File: src/rtl/seg_pkg.sv
// Shared digit-code and segment-pattern definitions for the seven-segment scan driver.
package seg_pkg;

  typedef logic [6:0] seg_t;  // active-low, bit 0 = a ... bit 6 = g

  localparam logic [3:0] ZERO  = 4'd0;
  localparam logic [3:0] ONE   = 4'd1;
  localparam logic [3:0] TWO   = 4'd2;
  localparam logic [3:0] THREE = 4'd3;
  localparam logic [3:0] FOUR  = 4'd4;
  localparam logic [3:0] FIVE  = 4'd5;
  localparam logic [3:0] SIX   = 4'd6;
  localparam logic [3:0] SEVEN = 4'd7;
  localparam logic [3:0] EIGHT = 4'd8;
  localparam logic [3:0] NINE  = 4'd9;
  localparam logic [3:0] NULL  = 4'b1111;

  localparam seg_t BLANK = 7'b1111111;
  localparam seg_t DASH  = 7'b0111111;

endpackage

File: src/rtl/seg7_decode.sv
// Combinational digit-code to active-low seven-segment pattern decoder.
module seg7_decode
  import seg_pkg::*;
(
  input  logic [3:0] code_i,
  output seg_t       seg_o
);

  always_comb begin
    seg_o = DASH;
    case (code_i)
      ZERO:    seg_o = 7'b1000000;
      ONE:     seg_o = 7'b1111001;
      TWO:     seg_o = 7'b0100100;
      THREE:   seg_o = 7'b0110000;
      FOUR:    seg_o = 7'b0011001;
      FIVE:    seg_o = 7'b0010010;
      SIX:     seg_o = 7'b0000010;
      SEVEN:   seg_o = 7'b1111000;
      EIGHT:   seg_o = 7'b0000000;
      NINE:    seg_o = 7'b0010000;
      NULL:    seg_o = BLANK;
      default: seg_o = DASH;  // 4'hA..4'hE flag a bad code upstream
    endcase
  end

endmodule

File: src/rtl/seg_scan.sv
// Four-digit time-multiplexed seven-segment scan driver with per-frame shadow capture.
// Optional build macro ZERO_BLANK_EN: leading zeros are stored as blanks at frame reload.
module seg_scan
  import seg_pkg::*;
#(
  parameter int DIG_PERIOD   = 50000,
  parameter int BLANK_CYCLES = 500
) (
  input  logic       clk,
  input  logic       reset_n,
  input  logic       enable,
  input  logic [3:0] dig_0,
  input  logic [3:0] dig_1,
  input  logic [3:0] dig_2,
  input  logic [3:0] dig_3,
  output logic [3:0] an,
  output seg_t       seg,
  output logic       frame_done
);

  localparam int CW = (DIG_PERIOD > 1) ? $clog2(DIG_PERIOD) : 1;
  localparam logic [CW-1:0] CYC_LAST  = CW'(DIG_PERIOD - 1);
  localparam logic [CW-1:0] CYC_BLANK = CW'(BLANK_CYCLES);

  logic [CW-1:0] cyc_q, cyc_d;
  logic [1:0]    slot_q, slot_d;
  logic [3:0]    shadow_q [4];
  logic [3:0]    din      [4];
  logic [3:0]    load_d   [4];
  logic [3:0]    an_q, an_d;
  seg_t          seg_q, seg_d;
  logic          frame_done_q;
  logic          slot_end, frame_end, blank_now;
  seg_t          dec_seg;

  assign din[0] = dig_0;
  assign din[1] = dig_1;
  assign din[2] = dig_2;
  assign din[3] = dig_3;

  assign slot_end  = enable && (cyc_q == CYC_LAST);
  assign frame_end = slot_end && (slot_q == 2'd3);

  always_comb begin
    cyc_d  = cyc_q;
    slot_d = slot_q;
    if (enable) begin
      cyc_d = (cyc_q == CYC_LAST) ? '0 : cyc_q + 1'b1;
      if (slot_end) slot_d = slot_q + 2'd1;
    end
  end

`ifdef ZERO_BLANK_EN
  // Walk from the leftmost digit; blank zeros until the first real digit.
  always_comb begin
    logic lead;
    lead = 1'b1;
    for (int k = 3; k >= 0; k--) begin
      load_d[k] = din[k];
      if (lead && k != 0) begin
        if (din[k] == ZERO)      load_d[k] = NULL;
        else if (din[k] != NULL) lead = 1'b0;
      end
    end
  end
`else
  for (genvar gi = 0; gi < 4; gi++) begin : g_load
    assign load_d[gi] = din[gi];
  end
`endif

  seg7_decode u_decode (
    .code_i (shadow_q[slot_q]),
    .seg_o  (dec_seg)
  );

  assign blank_now = !enable || (cyc_q < CYC_BLANK);

  always_comb begin
    an_d  = 4'b1111;
    seg_d = BLANK;
    if (!blank_now) begin
      an_d  = ~(4'b0001 << slot_q);
      seg_d = dec_seg;
    end
  end

  always_ff @(posedge clk or negedge reset_n) begin
    if (!reset_n) begin
      cyc_q        <= '0;
      slot_q       <= 2'd0;
      an_q         <= 4'b1111;
      seg_q        <= BLANK;
      frame_done_q <= 1'b0;
      for (int k = 0; k < 4; k++) shadow_q[k] <= NULL;
    end else begin
      cyc_q        <= cyc_d;
      slot_q       <= slot_d;
      an_q         <= an_d;
      seg_q        <= seg_d;
      frame_done_q <= frame_end;
      if (frame_end) begin
        for (int k = 0; k < 4; k++) shadow_q[k] <= load_d[k];
      end
    end
  end

  assign an         = an_q;
  assign seg        = seg_q;
  assign frame_done = frame_done_q;

endmodule

File: config.mk
export PLATFORM = sky130hd
export DESIGN_NAME = seg_scan
export DESIGN_NICKNAME = d
export VERILOG_FILES = /design/src/rtl/seg_pkg.sv /design/src/rtl/seg7_decode.sv /design/src/rtl/seg_scan.sv
export SDC_FILE = /design/constraint.sdc
export NUM_CORES = 1
export LEC_CHECK = 0
export BUFFER_PORTS_ARGS = -buffer_cell sky130_fd_sc_hd__buf_2
export CAP_MARGIN = 20
export CORE_ASPECT_RATIO = 1.25
export CORE_UTILIZATION = 30
export CTS_CLUSTER_DIAMETER = 40
export CTS_CLUSTER_SIZE = 40
export DETAILED_ROUTE_END_ITERATION = 10
export SYNTH_ARGS = -nofsm -noshare
export SYNTH_HDL_FRONTEND = slang
export SYNTH_SLANG_ARGS = --single-unit
export TNS_END_PERCENT = 1
File: constraint.sdc
create_clock -name clk -period 2.65 [get_ports clk]
set_input_delay 0.1325 -clock clk [delete_from_list [all_inputs] [get_ports clk]]
set_output_delay 0.1325 -clock clk [all_outputs]
set_load 0.03 [all_outputs]
==> results.md, run 1 <==
* 241 — count of nets after finishing
* 0 — max-capacitance violation count
* 0.5344 — share of synthesized area occupied by flip-flops and latches
* 0.0003694 W — net switching power figure
* 34 — std cell rows
* sky130_fd_sc_hd__buf_2 (30), sky130_fd_sc_hd__dfstp_2 (27), sky130_fd_sc_hd__dfrtp_1 (19) — commonest non-fill, non-tap cells in the layout
* sky130_fd_sc_hd__or4_4 — cell with the largest stage delay on the worst path
* 2217 um2 — Cell Area, Synth
* 1450 — vias in the first global route
* 0.578 — Flop pwr share
* built — clock tree from TritonCTS
* 12.45 um — post-DR wirelength/cell
* sky130_fd_sc_hd__buf_2 — most common cell after layout, fill and taps aside
* 0.3368 ns — slew of the pin with the lowest slew margin
* 0.02710 — global-route met3 utilization
* in -> async — worst min-delay path category
* 1383 — total via count in the routed design
* 0 — Post-CTS Setup Inserts
* false — unrepaired setup endpoints after global routing
* 0 — CTS hold repair buffers
* 0.1793 mV — worst voltage drop across the vdd grid
* 0 — final max-slew violation count
* 98.12 um — Die Ht
* sky130_fd_sc_hd__clkbuf_8 — clock root buffer master
* 46 — clock sink count
* 31 — I/O Pins
* 0.4366 — share of post-route cells with drive strength above 1
* 0.119 — power share of the combinational group
* 2.28 ns — arrival time reported for the critical path endpoint
* 551.9 nW/um2 — total power per unit cell area
* reg -> reg — crit path kind
* 0.1088 — GR Util All Layers
* 206 — net count of the mapped netlist
* flop — startpoint class of the critical path
* 2.060 ns — min Tclk post-route
* 2 — depth of the CTS H-tree
* hold timing — violations in the final reports
* 2.758 mm — sum of net half-perimeters after detailed placement
* 6.561 mm — global-route wire length before repair
* 177 — Gate Count Post-Synth
* 12.53 um2 — mean instance size in the synthesized netlist
* 46 — FF+latch count, synth
* 0 — gr ovfl total
* 3.771 mm — aggregate routed wire length
* 0.29 ns — source-to-sink clock delay at the later pin of the worst-skew pair
* 0 — final count of negative-setup-slack endpoints
* 13 — count of final hold-check violations
* 7062 um2 — placeable core region
* 7740 um2 — die footprint
* 0 — post-detailed-route count of antenna-violating nets
* 0 — # DRC
* -0.01032 ns — worst hold slack after final layout
* 0.303 — clock network power share
* 0.59 ns — largest incremental delay on the critical path
* 4 — Detailed Routing Iterations Pass 1
* 0.08 ns — Clk pin slew, worst setup/hold paths
* 0.7388 — weighted congestion reported at the end of routability-driven placement
* 30 — input/output buffers
* 0.1732 — GR met2 Demand/Resource
* 16 — Crit Path Max Fanout
* or4_4 > nor4_4 > nand2_4 > mux2_4 — series of cell instances along the critical path
* 16.37% — area overhead of the layout relative to synthesis
* 0.3140 — starting density of the core
* 34 — Distinct cells, synth
* 0.1361 — met1 Resource Use GR
* 47 — largest net degree at the start of global routing
* 4.564 — ratio of routed vias to standard cells
* 0.2594 — switching power as a share of total power
* 0 — Antenna diodes
* 2.87 ns — Worst EP required
* 0.004379 ns — Layout Skew
* met2 — busiest layer in global routing
* 0.3653 — final standard cell utilization of the core
* 0 ns — setup_tns
* 1.145 nW — leakage power
* 0.4854 GHz — maximum clock rate
* flop — crit end category
* 0 — CTS-repair resized insts
* 0 — antenna violations before repair
* 0.7774 — final worst path period share
* 2 — clock buffer depth
* 74 — starting DRC count in detailed routing
* finished, violations left — result of the run
* 0 — total of warnings raised by yosys
* 0.001054 W — Internal Dissipation
* 78.89 um — width of the die
* 5 — number of buffers created by CTS
* 4 — number of cells traversed by the worst register-to-register path
* 0.7726 — Relative slew margins
cell usage after synthesis:
library cell	n	share of area
sky130_fd_sc_hd__dfstp_2	27	0.32
sky130_fd_sc_hd__dfrtp_1	19	0.21
sky130_fd_sc_hd__nand2_1	14	0.024
sky130_fd_sc_hd__nor2_1	11	0.019
sky130_fd_sc_hd__ha_1	10	0.056
sky130_fd_sc_hd__mux2_4	10	0.068
sky130_fd_sc_hd__xnor2_1	10	0.040
sky130_fd_sc_hd__inv_1	9	0.015
sky130_fd_sc_hd__o21ai_0	9	0.020
sky130_fd_sc_hd__a21oi_1	7	0.016
sky130_fd_sc_hd__mux2_2	6	0.030
sky130_fd_sc_hd__nand4_1	6	0.017
sky130_fd_sc_hd__clkbuf_1	4	0.0068
sky130_fd_sc_hd__mux4_2	4	0.041
sky130_fd_sc_hd__and3_1	3	0.0085
sky130_fd_sc_hd__nor3_1	3	0.0068
sky130_fd_sc_hd__xor2_1	3	0.012
sky130_fd_sc_hd__and2_1	2	0.0056
sky130_fd_sc_hd__mux2i_1	2	0.0090
sky130_fd_sc_hd__nand2b_1	2	0.0056
sky130_fd_sc_hd__nor4_1	2	0.0056
sky130_fd_sc_hd__or2_2	2	0.0056
sky130_fd_sc_hd__a31o_2	1	0.0040
sky130_fd_sc_hd__buf_6	1	0.0051
sky130_fd_sc_hd__nand2_4	1	0.0051
sky130_fd_sc_hd__nand4b_1	1	0.0040
sky130_fd_sc_hd__nor3b_1	1	0.0034
sky130_fd_sc_hd__nor4_4	1	0.0096
sky130_fd_sc_hd__o21a_1	1	0.0034
sky130_fd_sc_hd__o311ai_0	1	0.0040
sky130_fd_sc_hd__or3_1	1	0.0028
sky130_fd_sc_hd__or4_1	1	0.0034
sky130_fd_sc_hd__or4_4	1	0.0051
sky130_fd_sc_hd__or4bb_1	1	0.0051
sequential cells by signal (all words and copies together), names as in the netlist:
register / flops
cyc_q: 16
seg: 7
shadow_q: 16
slot_q: 2
frame_done: 1
an: 4
final cells by class:
cell class                 count  area (um2)
tap                           90       112.6
sequential                    46        1185
clock inverter                 1       5.005
timing repair buffer          33       185.2
clock buffer                   7       86.33
fill                         741        4482
inverter                       9       33.78
multi-input combinational    117       972.2
power by group through the flow:
stage | sequential (W) | combinational, W | clock [W]
final | 0.000823 | 0.000170 | 0.000431
after global routing | 0.000831 | 0.000197 | 0.000477
after global placement | 0.000835 | 0.000164 | 0
after floorplan | 0.000834 | 0.000106 | 0
after CTS | 0.000824 | 0.000172 | 0.000446
after detailed placement | 0.000834 | 0.000173 | 0
worst paths after layout:
kind	start	end	slack, ns
hold / removal	reset_n	shadow_q[4]	-0.01
setup reg to reg	cyc_q[13]	shadow_q[13]	0.59
max in group asynchronous	reset_n	an[0]	2.38
hold reg to reg	cyc_q[15]	cyc_q[15]	0.49
setup / recovery	cyc_q[13]	shadow_q[13]	0.59
min in group clk	dig_2[2]	shadow_q[6]	0.07
cells by family (layout without fill, tap and decap cells):
| logic type | Yosys count | in the layout | synth area share |
|---|---|---|---|
| flip-flops | 46 | 46 | 0.5344 |
| adder cells (fa/ha/maj) | 10 | 10 | 0.05643 |
| multiplexers | 22 | 22 | 0.1479 |
| buffers and inverters | 14 | 50 | 0.02708 |
| AND/OR/NAND/NOR | 53 | 53 | 0.1354 |
| AO/OA/AOI/OAI | 19 | 19 | 0.04740 |
| XOR/XNOR | 13 | 13 | 0.05135 |
routing by layer:
metal,share of wire,wire length [um],vias up
met5,0,0,-
met4,0.021,78,0
met3,0.043,164,5
met2,0.48,1818,24
met1,0.45,1709,673
li1,-,-,681
metrics by stage:
step / cell area [um2] / instances / setup slack, ns / power (W)
finish: 2580 / 303 / 0.5899 / 0.001424
global placement: 2469 / 294 / 0.6217 / 0.0009985
global route: 2580 / 303 / 0.5035 / 0.001506
CTS: 2560 / 302 / 0.5795 / 0.001442
floorplan: 2217 / 177 / 0.6280 / 0.0009401
detailed placement: 2469 / 294 / 0.5972 / 0.001007
worst max-delay path: cells and delay by family, from the launching register on:
kind	cells	cell delay, ns
simple gates	3	1.20
flops	1	0.44
mux	1	0.35
Power figures use the tool's default switching activity.
==> run 2: changes to the inputs <==
==> constraint.sdc (replaced) <==
create_clock -name clk -period 1.8 [get_ports clk]
set_input_delay 0.09 -clock clk [delete_from_list [all_inputs] [get_ports clk]]
set_output_delay 0.09 -clock clk [all_outputs]
set_load 0.03 [all_outputs]
==> run 2 against run 1 <==
Net effect: final cell count grew 5.6%; largest power group unchanged; sequential power is 45% higher; critical path depth unchanged; flip-flop and latch count stayed put; wire length grew 10%; highest routed layer unchanged; register-to-register slack got worse by 0.74 ns; the run ends with setup timing left; sequential share of layout area is 3.0 points lower; total power is 60% higher; utilization up 2.6 points; clock skew grew 0.0032 ns; via count increased by 3.8%.
==> results.md, run 2 (synthesis gave the netlist of run 1 again) <==
* -0.15 ns — register-to-register setup slack, was 0.59 ns
* 0 — Antenna diodes, unchanged
* 31 — I/O Pins, unchanged
* 0.3009 mV — worst voltage drop across the vdd grid, was 0.1793 mV
* 7062 um2 — placeable core region, unchanged
* 725 — number of fill cells, was 741
* flop — crit end category, unchanged
* 78.89 um — width of the die, unchanged
* 312 — placed insts, was 294
* setup timing — violations in the final reports, was hold timing
* 2.17 ns — arrival time reported for the critical path endpoint, was 2.28 ns
* built — clock tree from TritonCTS, unchanged
* 30 — input/output buffers, unchanged
* 66 — starting DRC count in detailed routing, was 74
* 1.245 nW — leakage power, was 1.145 nW
* 5 — number of buffers created by CTS, unchanged
* true — unrepaired setup endpoints after global routing, was false
* 0.4529 ns — slew of the pin with the lowest slew margin, was 0.3368 ns
* -0.1458 ns — post-route worst setup slack, was 0.5899 ns
* 3.102 mm — sum of net half-perimeters after detailed placement, was 2.758 mm
* 1436 — total via count in the routed design, was 1383
* reg -> reg — crit path kind, unchanged
* 0.007606 ns — Layout Skew, was 0.004379 ns
* 0 — max-capacitance violation count, unchanged
* 0.5139 GHz — maximum clock rate, was 0.4854 GHz
* 6.975 mm — global-route wire length before repair, was 6.561 mm
* sky130_fd_sc_hd__buf_2 (30), sky130_fd_sc_hd__dfstp_2 (27), sky130_fd_sc_hd__buf_4 (19) — commonest non-fill, non-tap cells in the layout, was sky130_fd_sc_hd__buf_2 (30), sky130_fd_sc_hd__dfstp_2 (27), sky130_fd_sc_hd__dfrtp_1 (19)
* in -> reg — worst min-delay path category, was in -> async
* 0.7700 — weighted congestion reported at the end of routability-driven placement, was 0.7388
* 2 — clock buffer depth, unchanged
* 4 — Detailed Routing Iterations Pass 1, unchanged
* 0 — final max-slew violation count, unchanged
* 98.12 um — Die Ht, unchanged
* 0.3140 — starting density of the core, unchanged
* 1.081 — final worst path period share, was 0.7774
* 12.99 um — post-DR wirelength/cell, was 12.45 um
* 0 — post-detailed-route count of antenna-violating nets, unchanged
* 0 — count of final hold-check violations, was 13
* 0.01687 ns — worst hold slack after final layout, was -0.01032 ns
* sky130_fd_sc_hd__clkbuf_8 — clock root buffer master, unchanged
* 0 — antenna violations before repair, unchanged
* 1.946 ns — min Tclk post-route, was 2.060 ns
* 826.1 nW/um2 — total power per unit cell area, was 551.9 nW/um2
* 0 — # DRC, unchanged
* 0.5304 — share of post-route cells with drive strength above 1, was 0.4366
* 258 — count of nets after finishing, was 241
* 0.09 ns — Clk pin slew, worst setup/hold paths, was 0.08 ns
* 0 — Post-CTS Setup Inserts, unchanged
* 18 — final count of negative-setup-slack endpoints, was 0
* 16 — Crit Path Max Fanout, unchanged
* 0.1174 — GR Util All Layers, was 0.1088
* 0.6981 — Relative slew margins, was 0.7726
* 34 — std cell rows, unchanged
* flop — startpoint class of the critical path, unchanged
* 0 — gr ovfl total, unchanged
* finished, violations left — result of the run, unchanged
* 7740 um2 — die footprint, unchanged
* 2.03 ns — Worst EP required, was 2.87 ns
* 24.55% — area overhead of the layout relative to synthesis, was 16.37%
* 22 — largest net degree at the start of global routing, was 47
* 4.488 — ratio of routed vias to standard cells, was 4.564
* 46 — clock sink count, unchanged
* 2 — depth of the CTS H-tree, unchanged
* 0.30 ns — source-to-sink clock delay at the later pin of the worst-skew pair, was 0.29 ns
* 320 — non-filler instance count after layout, was 303
* 1475 — vias in the first global route, was 1450
* 0 — CTS hold repair buffers, unchanged
* 4.158 mm — aggregate routed wire length, was 3.771 mm
* sky130_fd_sc_hd__buf_2 — most common cell after layout, fill and taps aside, unchanged
run 2: changes by cell type in the layout (fill, tap and decap cells not counted), moves of 2 or more:
| cell | change |
|---|---|
| sky130_fd_sc_hd__buf_4 | +17 |
| sky130_fd_sc_hd__o21ai_0 | -6 |
| sky130_fd_sc_hd__o21ai_1 | +4 |
| sky130_fd_sc_hd__a21oi_1 | -2 |
| sky130_fd_sc_hd__a21oi_2 | +2 |
| sky130_fd_sc_hd__o21ai_2 | +2 |
run 2: worst max-delay path, cell delays in order (launching register included):
cell and delay [ns]:
sky130_fd_sc_hd__dfrtp_1 0.39, sky130_fd_sc_hd__or4bb_4 0.56, sky130_fd_sc_hd__nor4_4 0.35, sky130_fd_sc_hd__nand2_4 0.23, sky130_fd_sc_hd__mux2_4 0.35
run 2: routing by layer:
| layer | up-vias | GRT usage | share of wire |
|---|---|---|---|
| met5 | - | 0 | 0 |
| met2 | 29 | 0.1926 | 0.49 |
| met4 | 0 | 0.05035 | 0.019 |
| met1 | 689 | 0.1501 | 0.46 |
| met3 | 6 | 0.02243 | 0.035 |
| li1 | 712 | - | - |
run 2: final timing paths:
path	from	end	cells past startpoint
worst max-delay path	cyc_q[7]	shadow_q[8]	4
worst min-delay path	dig_1[2]	shadow_q[10]	2
worst max register to register	cyc_q[7]	shadow_q[8]	4
worst min register to register	cyc_q[2]	cyc_q[2]	1
max in group asynchronous	reset_n	an[3]	2
min in group asynchronous	reset_n	shadow_q[14]	1
run 2: final cells by class:
class	count	area, um2	share of cell area
sequential	46	1186	0.4295
inverter	9	33.78	0.01223
tap	90	112.6	0.04078
clock inverter	3	43.79	0.01586
timing repair buffer	50	304.0	0.1101
clock buffer	5	68.82	0.02492
multi-input combinational	117	1012	0.3666
run 2: where the power goes:
| part | internal, W | switching (W) | total, W |
|---|---|---|---|
| Sequential | 0.00113 | 0.0000629 | 0.00119 |
| Combinational | 0.000144 | 0.000171 | 0.000315 |
| Clock | 0.000416 | 0.000360 | 0.000776 |
run 2: what timing repair did:
item                       CTS  global route
setup endpoints to repair   24            31
gates resized for setup      5            15
pin swaps                    1             0
run 2: through the flow:
stage / total power (W) / worst slack, ns / cell area, um2 / util / TNS (ns)
3_3_place_gp: 0.001508 / -0.1165 / 2604 / 0.3687 / -1.894
6_report: 0.002281 / -0.1458 / 2761 / 0.3910 / -2.199
3_5_place_dp: 0.001526 / -0.1728 / 2604 / 0.3687 / -2.776
5_1_grt: 0.002386 / -0.2309 / 2761 / 0.3910 / -3.792
2_1_floorplan: 0.001384 / -0.1856 / 2217 / - / -3.001
4_1_cts: 0.002314 / -0.1660 / 2729 / 0.3864 / -2.507
==> run 3: changes to the inputs <==
--- a/config.mk
+++ b/config.mk
@@ -12,7 +12,7 @@
 export CTS_CLUSTER_DIAMETER = 40
 export CTS_CLUSTER_SIZE = 40
 export DETAILED_ROUTE_END_ITERATION = 10
+export RECOVER_POWER = 100
 export SYNTH_ARGS = -nofsm -noshare
 export SYNTH_HDL_FRONTEND = slang
 export SYNTH_SLANG_ARGS = --single-unit
-export TNS_END_PERCENT = 1
==> run 3 against run 2 <==
Net effect: the run still ends with setup timing left; non-clock buffer count up 7; combinational power about the same; register-to-register slack better by 0.02 ns; largest power group unchanged; utilization up 1.5 points; sequential power about the same; maximum frequency up 1.1%; critical path depth up 1; die area unchanged; first-iteration DRC count down 6.1%; critical endpoint unchanged; count of clock-buffer cells in the layout unchanged; critical path type unchanged; total power down 6.2%; worst setup slack better by 0.021 ns.
==> results.md, run 3 (synthesis gave the netlist of run 1 again) <==
* sky130_fd_sc_hd__dfstp_2 (27), sky130_fd_sc_hd__buf_4 (20), sky130_fd_sc_hd__dfrtp_1 (18) — commonest non-fill, non-tap cells in the layout, was sky130_fd_sc_hd__buf_2 (30), sky130_fd_sc_hd__dfstp_2 (27), sky130_fd_sc_hd__buf_4 (19)
* 7740 um2 — die footprint, unchanged
* 267 — count of nets after finishing, was 258
* 0.30 ns — source-to-sink clock delay at the later pin of the worst-skew pair, about the same
* true — unrepaired setup endpoints after global routing, unchanged
* shadow_q[6] — capture endpoint of the worst hold path, was shadow_q[10]
* 329 — non-filler instance count after layout, was 320
* 0.3654 mV — worst voltage drop across the vdd grid, was 0.3009 mV
* 26 — largest net degree at the start of global routing, was 22
* 1496 — total via count in the routed design, was 1436
* 0.2381 — Relative slew margins, was 0.6981
* 98.12 um — Die Ht, unchanged
* 2.16 ns — arrival time reported for the critical path endpoint, was 2.17 ns
* 314 — placed insts, was 312
* 2 — depth of the CTS H-tree, unchanged
* -0.1253 ns — post-route worst setup slack, was -0.1458 ns
* 696 — number of fill cells, was 725
* 0.1233 — GR Util All Layers, was 0.1174
* 1.070 — final worst path period share, was 1.081
* flop — startpoint class of the critical path, unchanged
* 0 — count of final hold-check violations, unchanged
* 0.5194 GHz — maximum clock rate, was 0.5139 GHz
* 46 — clock sink count, unchanged
* 0 — gr ovfl total, unchanged
* 5 — number of cells traversed by the worst register-to-register path, was 4
* flop — crit end category, unchanged
* 0 — final max-slew violation count, unchanged
* 0.002141 W — power consumption, was 0.002281 W
* sky130_fd_sc_hd__clkbuf_8 — clock root buffer master, unchanged
* 0.3140 — starting density of the core, unchanged
* 62 — starting DRC count in detailed routing, was 66
* 2631 um2 — Placed Area, was 2604 um2
* 7.410 mm — global-route wire length before repair, was 6.975 mm
* 8 — Crit Path Max Fanout, was 16
* 0 — post-detailed-route count of antenna-violating nets, unchanged
* 2.956 mm — sum of net half-perimeters after detailed placement, was 3.102 mm
* shadow_q[8] — worst reg2reg path endpoint, unchanged
* 1.259 nW — leakage power, was 1.245 nW
* finished, violations left — result of the run, unchanged
* 0.7557 — weighted congestion reported at the end of routability-driven placement, was 0.7700
* 1.143 ns — slew of the pin with the lowest slew margin, was 0.4529 ns
* 1566 — vias in the first global route, was 1475
* 746.5 nW/um2 — total power per unit cell area, was 826.1 nW/um2
* built — clock tree from TritonCTS, unchanged
* 30 — input/output buffers, unchanged
* -0.13 ns — register-to-register setup slack, was -0.15 ns
* 4.300 mm — aggregate routed wire length, was 4.158 mm
* 34 — std cell rows, unchanged
* 5 — number of buffers created by CTS, unchanged
* 4 — Detailed Routing Iterations Pass 1, unchanged
* 78.89 um — width of the die, unchanged
* dig_2[2] — start point of the worst hold path, was dig_1[2]
* 2.03 ns — Worst EP required, about the same
* 0.56 ns — largest incremental delay on the critical path, about the same
* 13.07 um — post-DR wirelength/cell, was 12.99 um
* 19 — final count of negative-setup-slack endpoints, was 18
* 0.5146 — share of post-route cells with drive strength above 1, was 0.5304
* or4bb_4 > nor4_4 > buf_6 > nand2_8 > mux2_4 — series of cell instances along the critical path, was or4bb_4 > nor4_4 > nand2_4 > mux2_4
* 0.08 ns — Clk pin slew, worst setup/hold paths, was 0.09 ns
* setup timing — violations in the final reports, unchanged
* 4.547 — ratio of routed vias to standard cells, was 4.488
* sky130_fd_sc_hd__or4bb_4 — cell with the largest stage delay on the worst path, unchanged
* reg -> reg — crit path kind, unchanged
* in -> reg — worst min-delay path category, unchanged
* sky130_fd_sc_hd__dfstp_2 — most common cell after layout, fill and taps aside, was sky130_fd_sc_hd__buf_2
* 0.4061 — final standard cell utilization of the core, was 0.3910
* 0 — # DRC, unchanged
* 1.925 ns — min Tclk post-route, was 1.946 ns
* 0 — antenna violations before repair, unchanged
* 0.007468 ns — Layout Skew, was 0.007606 ns
* 7062 um2 — placeable core region, unchanged
* 2 — number of cells on the worst hold path, unchanged
* cyc_q[7] — beginning of the worst register-to-register path, unchanged
* 0 — Antenna diodes, unchanged
* 29.35% — area overhead of the layout relative to synthesis, was 24.55%
* 2868 um2 — final design area excluding fillers, was 2761 um2
* 0 — max-capacitance violation count, unchanged
* 31 — I/O Pins, unchanged
* 2 — clock buffer depth, unchanged
-- run 3: metal layers --
metal | track usage | up-vias | part of all wire
li1 | - | 739 | -
met4 | 0.06573 | 0 | 0.030
met5 | 0 | - | 0
met3 | 0.01776 | 9 | 0.027
met1 | 0.1656 | 724 | 0.46
met2 | 0.1913 | 24 | 0.48
-- run 3: where the power goes --
group          internal, W  switching (W)
Combinational     0.000145       0.000172
Sequential         0.00113      0.0000635
Clock             0.000274       0.000359
Total              0.00155       0.000594
-- run 3: cell type report --
class                   count  area, um2  share of cell area
clock buffers               5      68.82             0.02400
clock inverters             3      20.02            0.006981
inverters                   9      33.78             0.01178
repair buffers             57      349.1              0.1217
multi-input cells         119       1097              0.3826
flip-flops and latches     46       1186              0.4136
well taps                  90      112.6             0.03927
-- run 3: what timing repair did --
action | CTS | global route
endpoints found under the setup margin | 28 | 39
hold buffers | 2 | 0
setup buffers | 2 | 1
resized for setup | 10 | 20
hold endpoints to repair | 15 | 0
cloned | 1 | 1
pin swaps | 0 | 4
-- run 3: critical path, delay by kind of cell (launching register included) --
family,cells,cell delay [ns]
AND/OR/NAND/NOR,3,0.95
buffers and inverters,1,0.20
flip-flops,1,0.38
multiplexers,1,0.33
-- run 3: per-stage QoR --
step	hold slack (ns)	TNS (ns)	setup slack, ns
6_report	0.01554	-1.715	-0.1253
2_1_floorplan	-0.2056	-2.176	-0.1856
4_1_cts	0.006909	-1.320	-0.1226
3_3_place_gp	0.09762	-1.999	-0.1195
3_5_place_dp	0.09015	-2.897	-0.1503
5_1_grt	0.008804	-5.969	-0.1967
-- run 3: how the worst max path moves through the flow --
stage          startpoint      endpoint  cells past startpoint
2_1_floorplan    cyc_q[5]  shadow_q[10]                      5
3_3_place_gp     cyc_q[7]  shadow_q[14]                      4
3_5_place_dp     cyc_q[7]  shadow_q[14]                      4
4_1_cts          cyc_q[7]   shadow_q[8]                      5
5_1_grt          cyc_q[7]  shadow_q[10]                      5
6_report         cyc_q[7]   shadow_q[8]                      5
